<file path="src/rtl/core_fetch_ctrl.sv">
// core_fetch_ctrl: instruction-fetch controller owning the PC and the I-cache valid/ack handshake.
// Define CORE_FETCH_PERF_EN to add saturating stall/redirect performance counters.
module core_fetch_ctrl #(
   parameter int                ADDR_W    = 32,
   parameter logic [ADDR_W-1:0] RESET_PC  = '0,
   parameter logic [31:0]       NOP_INSTR = 32'h0000_0013
) (
   input  logic              clk,
   input  logic              rst,
   input  logic              fch_pc_stop_in,
   input  logic              fch_mux_trn_in,
   input  logic [ADDR_W-1:0] fch_trn_addr_in,
   output logic              fch_ic_req_out,
   output logic [ADDR_W-1:0] fch_ic_addr_out,
   input  logic              fch_ic_ack_in,
   input  logic [31:0]       fch_ic_rdata_in,
   output logic [ADDR_W-1:0] fch_pc_out,
   output logic [31:0]       fch_instr_out,
   output logic              fch_vld_out,
   output logic              fch_stall_dec_out
`ifdef CORE_FETCH_PERF_EN
  ,output logic [31:0]       fch_perf_stall_cnt_out,
   output logic [31:0]       fch_perf_redir_cnt_out
`endif
);
   localparam logic [1:0] IDLE = 2'd0, REQ = 2'd1, HOLD = 2'd2, FLUSH = 2'd3;
   localparam logic [ADDR_W-1:0] RST_PC = {RESET_PC[ADDR_W-1:2], 2'b00};
   logic [1:0]        state;
   logic [ADDR_W-1:0] pc, flush_addr;
   logic [31:0]       buf_word;
   logic              ack;
   assign fch_ic_req_out    = (state == REQ) | (state == FLUSH);
   assign ack               = fch_ic_req_out & fch_ic_ack_in;
   // A flushed request keeps its original address while pc already tracks the redirect target.
   assign fch_ic_addr_out   = (state == FLUSH) ? flush_addr : pc;
   assign fch_stall_dec_out = ((state == REQ) & ~fch_ic_ack_in) | (state == FLUSH);
   always_ff @(posedge clk) begin
      if (rst) begin
         state         <= IDLE;
         pc            <= RST_PC;
         flush_addr    <= RST_PC;
         buf_word      <= NOP_INSTR;
         fch_pc_out    <= RST_PC;
         fch_instr_out <= NOP_INSTR;
         fch_vld_out   <= 1'b0;
      end else if (fch_mux_trn_in) begin
         pc            <= {fch_trn_addr_in[ADDR_W-1:2], 2'b00};
         fch_vld_out   <= 1'b0;
         fch_instr_out <= NOP_INSTR;
         buf_word      <= NOP_INSTR;
         state         <= (fch_ic_req_out & ~ack) ? FLUSH : REQ;
         if (state == REQ && !ack)
            flush_addr <= pc;
      end else begin
         case (state)
            IDLE: state <= REQ;
            REQ: begin
               if (ack && fch_pc_stop_in) begin
                  buf_word <= fch_ic_rdata_in;
                  state    <= HOLD;
               end else if (ack) begin
                  fch_pc_out    <= pc;
                  fch_instr_out <= fch_ic_rdata_in;
                  fch_vld_out   <= 1'b1;
                  pc            <= pc + ADDR_W'(4);
               end else if (!fch_pc_stop_in) begin
                  fch_vld_out   <= 1'b0;
                  fch_instr_out <= NOP_INSTR;
               end
            end
            HOLD: begin
               if (!fch_pc_stop_in) begin
                  fch_pc_out    <= pc;
                  fch_instr_out <= buf_word;
                  fch_vld_out   <= 1'b1;
                  pc            <= pc + ADDR_W'(4);
                  state         <= REQ;
               end
            end
            default: state <= ack ? REQ : FLUSH;
         endcase
      end
   end
`ifdef CORE_FETCH_PERF_EN
   always_ff @(posedge clk) begin
      if (rst) begin
         fch_perf_stall_cnt_out <= '0;
         fch_perf_redir_cnt_out <= '0;
      end else begin
         fch_perf_stall_cnt_out <= fch_perf_stall_cnt_out + 32'(fch_stall_dec_out & ~&fch_perf_stall_cnt_out);
         fch_perf_redir_cnt_out <= fch_perf_redir_cnt_out + 32'(fch_mux_trn_in & ~&fch_perf_redir_cnt_out);
      end
   end
`endif
endmodule
</file>
<file path="config.mk">
export PLATFORM = sky130hd
export DESIGN_NAME = core_fetch_ctrl
export DESIGN_NICKNAME = d
export VERILOG_FILES = /design/src/rtl/core_fetch_ctrl.sv
export SDC_FILE = /design/constraint.sdc
export NUM_CORES = 1
export LEC_CHECK = 0
export BUFFER_PORTS_ARGS = -buffer_cell sky130_fd_sc_hd__buf_2
export CAP_MARGIN = 10
export CORE_MARGIN = 2
export CORE_UTILIZATION = 45
export DETAILED_ROUTE_END_ITERATION = 6
export HOLD_SLACK_MARGIN = 0.15
export PLACE_DENSITY = 0.71
export SLEW_MARGIN = 5
export SYNTH_ARGS = -nofsm -noshare
export SYNTH_HDL_FRONTEND = slang
export SYNTH_SLANG_ARGS = --single-unit
</file>
<file path="constraint.sdc">
create_clock -name clk -period 1.85 [get_ports clk]
set_clock_uncertainty 0.05 [all_clocks]
set_input_delay 0 -clock clk [delete_from_list [all_inputs] [get_ports clk]]
set_output_delay 0 -clock clk [all_outputs]
set_load 0.01 [all_outputs]
</file>
==> flow_summary_export.csv <==
group,metric,value,unit
power_and_ir_drop,sw_frac_of_total,27.0,%
power_and_ir_drop,max-vdd-ir-drop,612,µV
worst_setup_path,path_max_fanout,5,
global_routing,grt_pass1_wl,32.8,mm
detailed_routing,vias,7018,
timing,tightest_slew,0.657,ns
floorplan,die_w,129,µm
synthesis,synthTopCellsByArea,"dfxtp_1, nand2_1, nor2_1",
worst_setup_path,crit_required,2.11,ns
synthesis,ys_types,64,
final_layout,areaGrowthSynthToFinish,39.2,%
final_layout,diodes,0,
power_and_ir_drop,p_seq_share,45.1,%
detailed_routing,wl_per_cell,15.6,µm
hold_path,worstHoldEndpoint,"buf_word[15]",
synthesis,synth_top_area_share,44.4,%
detailed_routing,routed_wl,20.4,mm
flow_run,cap_violations,0,
worst_setup_path,cp.arrival,2.13,ns
power_and_ir_drop,power.leakage,3.97,nW
global_routing,grt_pass1_vias,6668,
worst_setup_path,crit_buf_inv,1,
place,hpwlAfterDp,13.0,mm
power_and_ir_drop,clkPwrFrac,41.0,%
synthesis,syn_inst,846,
place,io_buffers,161,
floorplan,core,15300,µm²
detailed_routing,first_pass_iters,5,
worst_setup_path,reg2regPathDepth,5,
synthesis,ys_seq_area_share,44.4,%
worst_setup_path,worstSetupEndpointType,"register",
clock_network,insertion_delay,0.42,ns
floorplan,die_h,129,µm
worst_setup_path,crit_path_cell_trace,"and4bb_2 -> o211ai_1 -> buf_4 -> or3_4 -> a2111oi_2",
timing,min_period,1.87,ns
timing,slew_violations,0,
clock_network,clk_pin_slew,0.07,ns
synthesis,yosysTopAreaCell,"dfxtp_1",
synthesis,synth.most_common_cell,"dfxtp_1",
worst_setup_path,r2r-start,"state[1]",
clock_network,root_buffer,"clkbuf_16",
synthesis,synth_edf_count,0,
hold_path,hold_class,"in2reg",
detailed_routing,postRouteAntennaNets,0,
floorplan,die-area,16800,µm²
timing,layout_worst_path_cycle_share,101,%
hold_path,min_from,"fch_ic_rdata_in[15]",
final_layout,final_nets,1156,
power_and_ir_drop,net-switching-power,2.14,mW
hold_path,hold_depth,4,
power_and_ir_drop,pwr-share-comb,13.9,%
floorplan,start_util,46.2,%
status,outcome,"complete, but fails checks",
synthesis,syn_area_per_cell,8.37,µm²
worst_setup_path,criticalPathCategory,"reg2reg",
clock_network,cts_made_buffers,17,
clock_network,cts_buffer_depth,2,
detailed_routing,drc,0,
timing,setup_violations,1,
global_routing,antenna_found_initial,0,
global_routing,grt_usage,24.4,%
worst_setup_path,cp_num_cells,5,
power_and_ir_drop,power_density,804,nW/µm²
final_layout,final_cell_area,9850,µm²
timing,rsz0062_at_grt,"yes",
place,gp_congestion,0.852,
power_and_ir_drop,p_total,7.92,mW
floorplan,pin_count,168,
final_layout,post-route-util,64.3,%
synthesis,syn-cell-area,7080,µm²
worst_setup_path,critPathLaunchType,"register",
timing,fmax,535,MHz
global_routing,overflow,0,
timing,final-hold-violation-count,0,
worst_setup_path,rrSetupSlack,-0.02,ns
status,violations,"negative setup slack",
detailed_routing,drtIter0Drc,527,
synthesis,ys_warn_count,0,
power_and_ir_drop,p_int,5.78,mW
clock_network,cts_tree,"built",
synthesis,synth_flop_cell,"dfxtp_1",
worst_setup_path,timing.rr.end,"pc[22]",
floorplan,rows,45,
final_layout,drive_gt1_share,31.4,%
synthesis,ys_seq_elements,157,
global_routing,grt_max_degree,77,
worst_setup_path,critPathMaxStageDelay,0.37,ns
synthesis,async_reset_ff_share,0,%
worst_setup_path,cp_top_family,"simple AND/OR/NAND/NOR gates",
detailed_routing,vias_per_cell,5.36,
clock_network,clock-sinks,157,
timing,max-slew-margin-rel,56.2,%
synthesis,synth_commonest_cells,"dfxtp_1, nand2_1, nor2_1",
timing,layout_setup_ws,-0.0201,ns
clock_network,htreeDepth,4,
worst_setup_path,cp_slowest_cell,"or3_4",
place,postPlaceCellArea,8460,µm²
state kept, by name, summed over array words and instances, names as in the netlist:
signal,cells
buf_word,32
fch_instr_out,32
fch_pc_out,30
flush_addr,30
pc,30
state,2
fch_vld_out,1
worst max-delay path by stage:
stage / from / to / slack [ns]
after global routing: state[0] / pc[22] / -0.09
final: state[1] / pc[22] / -0.02
after global placement: state[1] / fch_instr_out[28] / -0.0005
after detailed placement: state[1] / fch_instr_out[20] / -0.03
after floorplan: pc[9] / pc[31] / 0.01
after CTS: state[0] / pc[26] / -0.006
power by group through the flow:
stage                     registers, mW  logic, mW  clock network, mW
after floorplan                    3.65      0.547                  0
after global placement             3.64      0.954                  0
after global routing               3.58       1.20               3.45
after detailed placement           3.64      0.961                  0
after CTS                          3.57       1.08               3.31
final                              3.57       1.10               3.25
per-stage QoR:
step,cells,TNS [ns],hold slack (ns),worst slack (ns)
2_1_floorplan,849,0,0.0723,0.0107
3_3_place_gp,1208,-0.000514,0.174,-0.000514
3_5_place_dp,1208,-0.108,0.177,-0.0293
4_1_cts,1307,-0.00633,0.290,-0.00633
5_1_grt,1310,-0.236,0.329,-0.0899
6_report,1310,-0.0201,0.310,-0.0201
placed cells by master (no fill, tap or decap), types with 4 or more instances in the layout:
master | Yosys | layout
nor4_1 | 10 | 7
dlygate4sd3_1 | 0 | 67
a311oi_1 | 6 | 5
a221oi_1 | 29 | 28
a211oi_1 | 13 | 12
clkbuf_16 | 0 | 17
mux2_2 | 30 | 30
nand4_1 | 7 | 7
buf_2 | 13 | 161
buf_12 | 0 | 8
nor3_1 | 36 | 35
nand3_1 | 23 | 22
inv_6 | 0 | 7
mux2i_1 | 32 | 32
o31ai_1 | 4 | 4
inv_1 | 9 | 9
nor3b_1 | 4 | 4
and4_1 | 5 | 4
nand2_1 | 150 | 149
dfxtp_2 | 0 | 10
xnor2_1 | 9 | 9
a2111oi_0 | 11 | 4
nor2_1 | 92 | 91
conb_1 | 1 | 4
dfxtp_1 | 157 | 145
a2111oi_2 | 0 | 5
buf_4 | 5 | 63
a21oi_1 | 68 | 67
worst register-to-register path, delay by kind of cell, from the launching register on:
family                 cells  cell delay (ns)
AO/OA/AOI/OAI              2             0.48
buffers and inverters      1             0.18
flip-flops                 1             0.33
AND/OR/NAND/NOR            2             0.72
layout make-up:
type / instances / area, µm²
clock buffer: 18 / 439
clock inverter: 14 / 108
fill: 1308 / 5460
inverter: 9 / 33.8
multi-input combinational: 600 / 3710
sequential: 157 / 3160
tap: 211 / 264
timing repair buffer: 301 / 2130
metal layers:
metal	global-route usage [%]	share of wire [%]	vias to the layer above
met5	0	0	-
met4	8.16	1.6	0
met3	5.66	5.9	28
met2	41.2	49	233
met1	31.0	43	3291
li1	-	-	3466
kinds of logic after synthesis:
kind of cell / after synthesis / share of synthesized area [%]
mux: 62 / 9.30
fa+ha+maj: 1 / 0.177
xor+xnor: 10 / 1.24
buf+inv: 92 / 5.39
simple gates: 364 / 23.8
other cells: 1 / 0.0530
compound gates: 159 / 15.6
flops: 157 / 44.4
what timing repair did:
| item | in CTS | in global routing |
|---|---|---|
| pin swaps | 1 | 6 |
| setup endpoints to repair | 47 | 30 |
| gates cloned | 0 | 0 |
| buffers inserted | 0 | 3 |
| hold endpoints to repair | 156 | 0 |
| hold buffers | 67 | 0 |
| resized for setup | 14 | 30 |
No activity file was read; power rests on OpenSTA's default activity.
